==> src/rtl/pe_kl_config_ctrl_if.sv <==
// Bundle of descriptor handshake, disarm control and DummyPE key-lock signals.
// Handshake: a descriptor moves when cfg_valid & cfg_ready are both high at a rising
// clk edge; cfg_ready depends on controller state only and the source holds its data until then.
interface pe_kl_config_ctrl_if #(
    parameter int BUS_WIDTH = 8
);
    logic                 cfg_valid;
    logic                 cfg_ready;
    logic [BUS_WIDTH-1:0] cfg_lock;
    logic [BUS_WIDTH-1:0] cfg_key;
    logic                 disarm;
    logic                 kl_type;
    logic [BUS_WIDTH-1:0] kl_data;
    logic                 pe_set;
    logic                 kl_valid;
    logic                 calc_en;
    logic                 done;
    logic                 status_ok;
    logic                 busy;

    modport slave (
        input  cfg_valid, cfg_lock, cfg_key, disarm, kl_valid,
        output cfg_ready, kl_type, kl_data, pe_set, calc_en, done, status_ok, busy
    );

    modport master (
        output cfg_valid, cfg_lock, cfg_key, disarm, kl_valid,
        input  cfg_ready, kl_type, kl_data, pe_set, calc_en, done, status_ok, busy
    );
endinterface

==> src/rtl/pe_kl_config_ctrl.sv <==
// Programs one lock/key pair into the DummyPE key-lock logic, retries on mismatch,
// and enables the calculation datapath only while the PE reports a match.
module pe_kl_config_ctrl #(
    parameter int BUS_WIDTH  = 8,
    parameter int MATCH_WAIT = 2,
    parameter int MAX_RETRY  = 2
) (
    input  logic                   clk,
    input  logic                   rst,
    pe_kl_config_ctrl_if.slave     bus,
    output logic [2:0]             o_dbg_state
);
    // MAX_RETRY=0 would give a zero-width counter; keep one bit, it simply never counts.
    localparam int RETRY_W = (MAX_RETRY > 0) ? $clog2(MAX_RETRY + 1) : 1;
    localparam int WAIT_W  = $clog2(MATCH_WAIT);
    localparam logic [WAIT_W-1:0]  LAST_WAIT = WAIT_W'(MATCH_WAIT - 1);
    localparam logic [RETRY_W-1:0] RETRY_MAX = RETRY_W'(MAX_RETRY);

    generate
        if (MATCH_WAIT < 2) begin : g_bad_match_wait
            $error("pe_kl_config_ctrl: MATCH_WAIT must be at least 2");
        end
    endgenerate

    typedef enum logic [2:0] {
        S_IDLE  = 3'd0,
        S_LOCK  = 3'd1,
        S_KEY   = 3'd2,
        S_ARMED = 3'd3,
        S_FAIL  = 3'd4
    } state_t;

    state_t               r_state;
    state_t               w_next;
    logic [BUS_WIDTH-1:0] r_lock;
    logic [BUS_WIDTH-1:0] r_key;
    logic [RETRY_W-1:0]   r_retry;
    logic [WAIT_W-1:0]    r_wait;
    logic                 r_done;
    logic                 r_status_ok;

    logic                 w_accept;
    logic                 w_last_key;
    logic                 w_cfg_ready;
    logic                 w_kl_type;
    logic [BUS_WIDTH-1:0] w_kl_data;
    logic                 w_pe_set;
    logic                 w_calc_en;
    logic                 w_busy;

    assign w_accept   = bus.cfg_valid && (r_state == S_IDLE || r_state == S_FAIL);
    assign w_last_key = (r_state == S_KEY) && (r_wait == LAST_WAIT);

    always_comb begin
        w_next      = r_state;
        w_cfg_ready = 1'b0;
        w_kl_type   = 1'b0;
        w_kl_data   = '0;
        w_pe_set    = 1'b0;
        w_calc_en   = 1'b0;
        w_busy      = 1'b0;
        case (r_state)
            S_IDLE: begin
                w_cfg_ready = 1'b1;
                if (w_accept) w_next = S_LOCK;
            end
            S_LOCK: begin
                w_kl_data = r_lock;
                w_pe_set  = 1'b1;
                w_busy    = 1'b1;
                w_next    = S_KEY;
            end
            S_KEY: begin
                w_kl_type = 1'b1;
                w_kl_data = r_key;
                w_busy    = 1'b1;
                if (w_last_key) begin
                    if (bus.kl_valid)          w_next = S_ARMED;
                    else if (r_retry < RETRY_MAX) w_next = S_LOCK;
                    else                       w_next = S_FAIL;
                end
            end
            S_ARMED: begin
                w_kl_type = 1'b1;
                w_kl_data = r_key;
                w_calc_en = bus.kl_valid;
                // Disarm wins over a simultaneous match loss.
                if (bus.disarm)         w_next = S_IDLE;
                else if (!bus.kl_valid) w_next = S_FAIL;
            end
            S_FAIL: begin
                w_cfg_ready = 1'b1;
                if (w_accept)        w_next = S_LOCK;
                else if (bus.disarm) w_next = S_IDLE;
            end
            default: w_next = S_IDLE;
        endcase
    end

    always_ff @(posedge clk) begin
        if (!rst) begin
            r_state     <= S_IDLE;
            r_lock      <= '0;
            r_key       <= '0;
            r_retry     <= '0;
            r_wait      <= '0;
            r_done      <= 1'b0;
            r_status_ok <= 1'b0;
        end else begin
            r_state <= w_next;
            r_done  <= w_last_key && (w_next != S_LOCK);
            r_wait  <= (r_state == S_KEY) ? r_wait + WAIT_W'(1) : '0;
            if (w_accept) begin
                r_lock      <= bus.cfg_lock;
                r_key       <= bus.cfg_key;
                r_retry     <= '0;
                r_status_ok <= 1'b0;
            end else begin
                if (w_last_key && !bus.kl_valid && (r_retry < RETRY_MAX))
                    r_retry <= r_retry + RETRY_W'(1);
                if (w_last_key && bus.kl_valid)
                    r_status_ok <= 1'b1;
                else if (w_next == S_FAIL)
                    r_status_ok <= 1'b0;
            end
        end
    end

    assign bus.cfg_ready = w_cfg_ready;
    assign bus.kl_type   = w_kl_type;
    assign bus.kl_data   = w_kl_data;
    assign bus.pe_set    = w_pe_set;
    assign bus.calc_en   = w_calc_en;
    assign bus.busy      = w_busy;
    assign bus.done      = r_done;
    assign bus.status_ok = r_status_ok;
    assign o_dbg_state   = r_state;
endmodule

==> src/flat_wrapper.sv <==
// flat-port wrapper written by rule: the top's interface ports become plain ports
module pe_kl_config_ctrl_flat 
#(
    parameter int BUS_WIDTH  = 8,
    parameter int MATCH_WAIT = 2,
    parameter int MAX_RETRY  = 2
)
  (clk, rst, o_dbg_state, bus_cfg_valid, bus_cfg_lock, bus_cfg_key, bus_disarm, bus_kl_valid, bus_cfg_ready, bus_kl_type, bus_kl_data, bus_pe_set, bus_calc_en, bus_done, bus_status_ok, bus_busy);
  pe_kl_config_ctrl_if #(.BUS_WIDTH(BUS_WIDTH)) bus_i ();
  input  logic clk;
  input  logic rst;
  output logic [2:0] o_dbg_state;
  input wire logic [$bits(bus_i.cfg_valid)-1:0] bus_cfg_valid;
  input wire logic [$bits(bus_i.cfg_lock)-1:0] bus_cfg_lock;
  input wire logic [$bits(bus_i.cfg_key)-1:0] bus_cfg_key;
  input wire logic [$bits(bus_i.disarm)-1:0] bus_disarm;
  input wire logic [$bits(bus_i.kl_valid)-1:0] bus_kl_valid;
  output wire logic [$bits(bus_i.cfg_ready)-1:0] bus_cfg_ready;
  output wire logic [$bits(bus_i.kl_type)-1:0] bus_kl_type;
  output wire logic [$bits(bus_i.kl_data)-1:0] bus_kl_data;
  output wire logic [$bits(bus_i.pe_set)-1:0] bus_pe_set;
  output wire logic [$bits(bus_i.calc_en)-1:0] bus_calc_en;
  output wire logic [$bits(bus_i.done)-1:0] bus_done;
  output wire logic [$bits(bus_i.status_ok)-1:0] bus_status_ok;
  output wire logic [$bits(bus_i.busy)-1:0] bus_busy;
  assign bus_i.cfg_valid = bus_cfg_valid;
  assign bus_i.cfg_lock = bus_cfg_lock;
  assign bus_i.cfg_key = bus_cfg_key;
  assign bus_i.disarm = bus_disarm;
  assign bus_i.kl_valid = bus_kl_valid;
  assign bus_cfg_ready = bus_i.cfg_ready;
  assign bus_kl_type = bus_i.kl_type;
  assign bus_kl_data = bus_i.kl_data;
  assign bus_pe_set = bus_i.pe_set;
  assign bus_calc_en = bus_i.calc_en;
  assign bus_done = bus_i.done;
  assign bus_status_ok = bus_i.status_ok;
  assign bus_busy = bus_i.busy;
  pe_kl_config_ctrl #(.BUS_WIDTH(BUS_WIDTH), .MATCH_WAIT(MATCH_WAIT), .MAX_RETRY(MAX_RETRY)) u_core (.clk(clk), .rst(rst), .bus(bus_i), .o_dbg_state(o_dbg_state));
endmodule
==> config.mk <==
export PLATFORM = sky130hd
export DESIGN_NAME = pe_kl_config_ctrl_flat
export DESIGN_NICKNAME = d
export VERILOG_FILES = /design/src/rtl/pe_kl_config_ctrl_if.sv /design/src/rtl/pe_kl_config_ctrl.sv /design/src/flat_wrapper.sv
export SDC_FILE = /design/constraint.sdc
export NUM_CORES = 1
export LEC_CHECK = 0
export ABC_CLOCK_PERIOD_IN_PS = 1700
export CAP_MARGIN = 20
export CELL_PAD_IN_SITES_DETAIL_PLACEMENT = 2
export CELL_PAD_IN_SITES_GLOBAL_PLACEMENT = 2
export CORE_ASPECT_RATIO = 1.4
export CORE_UTILIZATION = 25
export DETAILED_ROUTE_END_ITERATION = 8
export PLACE_DENSITY_LB_ADDON = 0.1
export SYNTH_ARGS = -nofsm -noshare
export SYNTH_HDL_FRONTEND = slang
export SYNTH_SLANG_ARGS = --single-unit
==> constraint.sdc <==
create_clock -name clk -period 1.7 [get_ports clk]
set_input_delay 0.17 -clock clk [delete_from_list [all_inputs] [get_ports clk]]
set_output_delay 0.17 -clock clk [all_outputs]
set_load 0.01 [all_outputs]
==> results.sh <==
export IMPL_cts_htree_levels=1
export IMPL_crit_top_cell="buf_4"
export IMPL_dr_pass1_iters=2
export IMPL_vias=1152
export IMPL_cts_num_sinks=24
export IMPL_max_freq_ghz=0.606
export IMPL_grt_pass1_vias=1259
export IMPL_leakagePower_nw=0.737
export IMPL_rows=28
export IMPL_clk_latency_ns=0.27
export IMPL_io_pin_count=39
export IMPL_cp_max_fo=5
export IMPL_synth_top_area_cell="dfxtp_1"
export IMPL_hold_viol=0
export IMPL_final_min_clock_period_ns=1.65
export IMPL_grt_max_degree=16
export IMPL_hp_class="primary input to flop"
export IMPL_grt_pass1_wl_mm=6.05
export IMPL_cts_buffer_depth=2
export IMPL_comb_power_share=0.210
export IMPL_gr_total_overflow=0
export IMPL_synth_edf_count=0
export IMPL_start_util=0.265
export IMPL_drt_iter0_markers=29
export IMPL_port_buffers=38
export IMPL_finalNonFillerCells=243
export IMPL_drc=0
export IMPL_synth_cell_area_um2=1130
export IMPL_nFillCells=520
export IMPL_status="complete, no violations"
export IMPL_syn_nets=150
export IMPL_p_total_w=0.00142
export IMPL_die_area_um2=4810
export IMPL_max_slew_margin_rel=0.824
export IMPL_ys_seq_area_frac=0.424
export IMPL_power_share_switching=0.246
export IMPL_diodes=0
export IMPL_p_sw_w=0.000349
export IMPL_irDropWorstVdd_uv=319
export IMPL_numCtsBuffers=3
export IMPL_yosysWarnings=0
export IMPL_critPathLaunch="u_core.o_dbg_state[2]"
export IMPL_drt_vias_per_instance=4.74
export IMPL_coreArea_um2=4270
export IMPL_cp_start_kind="flop"
export IMPL_ys_types=36
export IMPL_die_y_um=81.6
export IMPL_track_usage=0.168
export IMPL_min_delay_path_depth=3
export IMPL_maxCapViolations=0
export IMPL_crit_type="flop to output pin"
export IMPL_gp_congestion=0.710
export IMPL_min_delay_start="bus_cfg_key[0]"
export IMPL_drive_gt1_frac=0.219
export IMPL_synth_top_flop_cell="dfxtp_1"
export IMPL_worstPathArrival_ns=1.48
export IMPL_slowest_stage="dfxtp_4"
export IMPL_crit_required_ns=1.53
export IMPL_p_int_w=0.00107
export IMPL_dp_cells=232
export IMPL_p_clk_frac=0.359
export IMPL_finalSetupViolCount=0
export IMPL_powerDensity_nw_per_um2=804
export IMPL_syn_instance_count=129
export IMPL_yosysMostFrequentCell="nand2_1"
export IMPL_syn_avg_cell_area_um2=8.78
export IMPL_worstMarginPinSlew_ns=0.261
export IMPL_final_max_slew_viol_count=0
export IMPL_die_x_um=58.9
export IMPL_r2r_start="u_core.o_dbg_state[2]"
export IMPL_area_growth_pct=56.0
export IMPL_antenna_found_initial=0
export IMPL_pwr_share_seq=0.430
export IMPL_yosys_top_cells_count="nand2_1, dfxtp_1, a21boi_0"
export IMPL_wl_mm=3.58
export IMPL_synthTopCellsByArea="dfxtp_1, nand2_1, a21boi_0"
export IMPL_crit_chain="buf_4 > nor2b_4 > buf_4 > a22o_1 > dlygate4sd2_1"
export IMPL_fin_skew_ns=0.00274
export IMPL_cts_tree="yes"
export IMPL_cts_root_buf="clkbuf_8"
export IMPL_period_share=0.970
export IMPL_netlist_area_leader_share=0.424
export IMPL_post_drt_wl_per_cell_um=14.7
export IMPL_place_hpwl_mm=2.61
export IMPL_cp_slowest_stage_delay_ns=0.36
export IMPL_cp_end_kind="output pin"
export IMPL_clk_pin_slew_ns=0.09
export IMPL_async_flop_share=0
export IMPL_synth_seq_cells=24
export IMPL_nets=205
export IMPL_ant_nets=0
export IMPL_r2r_cells=5
[worst paths after layout]
path	end	slack [ns]
setup / recovery	bus_kl_data[0]	0.05
hold reg to reg	u_core.r_lock[7]	0.46
setup reg to reg	u_core.r_retry[0]	0.10
hold / removal	u_core.r_key[0]	0.44
[through the flow]
stage	setup WS (ns)	utilization	area (um2)	TNS [ns]	hold slack, ns
3_3_place_gp	0.0555	0.383	1640	0	0.452
4_1_cts	0.00913	0.413	1760	0	0.439
3_5_place_dp	0.0154	0.383	1640	0	0.453
2_1_floorplan	0.241	-	1130	0	0.300
6_report	0.0502	0.413	1770	0	0.442
5_1_grt	-0.00767	0.413	1770	-0.0154	0.442
[sequential cells by signal (all words and copies together), names as in the netlist]
| register | count |
|---|---|
| u_core.o_dbg_state | 3 |
| u_core.r_key | 8 |
| u_core.r_lock | 8 |
| u_core.r_retry | 2 |
| u_core.bus.status_ok | 1 |
| u_core.r_wait | 1 |
| u_core.bus.done | 1 |
[logic make-up (layout without fill, tap and decap cells)]
family          Yosys count  after routing  share of synthesized area
compound gates           34             34                      0.230
xor+xnor                  1              1                    0.00774
buf+inv                  10             64                     0.0530
flops                    24             24                      0.424
mux                       1              1                    0.00884
simple gates             59             59                      0.276
[power by group through the flow]
stage               registers (W)  logic, W  clock network [W]
finish                   0.000612  0.000298           0.000511
floorplan                0.000622  0.000129                  0
CTS                      0.000614  0.000302           0.000525
detailed placement       0.000625  0.000283                  0
global placement         0.000622  0.000275                  0
global route             0.000616  0.000331           0.000550
[layout make-up]
cell class                      count  area (um2)  share of cell area
Timing Repair Buffer               59         524               0.297
Inverter                            1        3.75             0.00212
Clock buffer                        3        41.3              0.0234
Clock inverter                      1        30.0              0.0170
Multi-Input combinational cell     95         606               0.343
Sequential cell                    24         487               0.275
Tap cell                           60        75.1              0.0425
[critical path: cells and delay by family, from the launching register on]
kind	cells	cell delay, ns
buffers and inverters	3	0.57
AND/OR/NAND/NOR	1	0.13
AO/OA/AOI/OAI	1	0.14
flip-flops	1	0.36
[placed cells by master (no fill, tap or decap), types with 2 or more instances in the layout]
cell | Yosys | final
nand2b_1 | 2 | 2
buf_6 | 2 | 2
dlygate4sd2_1 | 0 | 7
clkdlybuf4s50_1 | 0 | 26
o21ai_0 | 3 | 3
clkbuf_2 | 1 | 3
dfxtp_2 | 0 | 2
buf_2 | 2 | 2
buf_4 | 1 | 18
and3_1 | 3 | 3
nor2_1 | 4 | 4
clkbuf_8 | 0 | 3
dfxtp_1 | 24 | 21
nor3b_4 | 1 | 2
a31oi_1 | 2 | 2
a21boi_0 | 14 | 14
a22o_1 | 8 | 8
a21boi_1 | 2 | 2
nand2_1 | 37 | 37
[what timing repair did]
item | in CTS | in global routing
pin swaps | 0 | 1
hold buffers | 0 | 0
endpoints found under the setup margin | 12 | 5
setup buffers | 5 | 1
cloned | 1 | 0
gates resized for setup | 27 | 8
[metal layers]
metal  share of wire  up-vias  wire length (um)  GRT usage
met5               0        -                 0          0
met4           0.028        0               102     0.0833
met3           0.037        9               134     0.0299
met2            0.53       33              1900      0.306
met1            0.40      556              1440      0.185
li1                -      554                 -          -
Power figures use the tool's default switching activity.
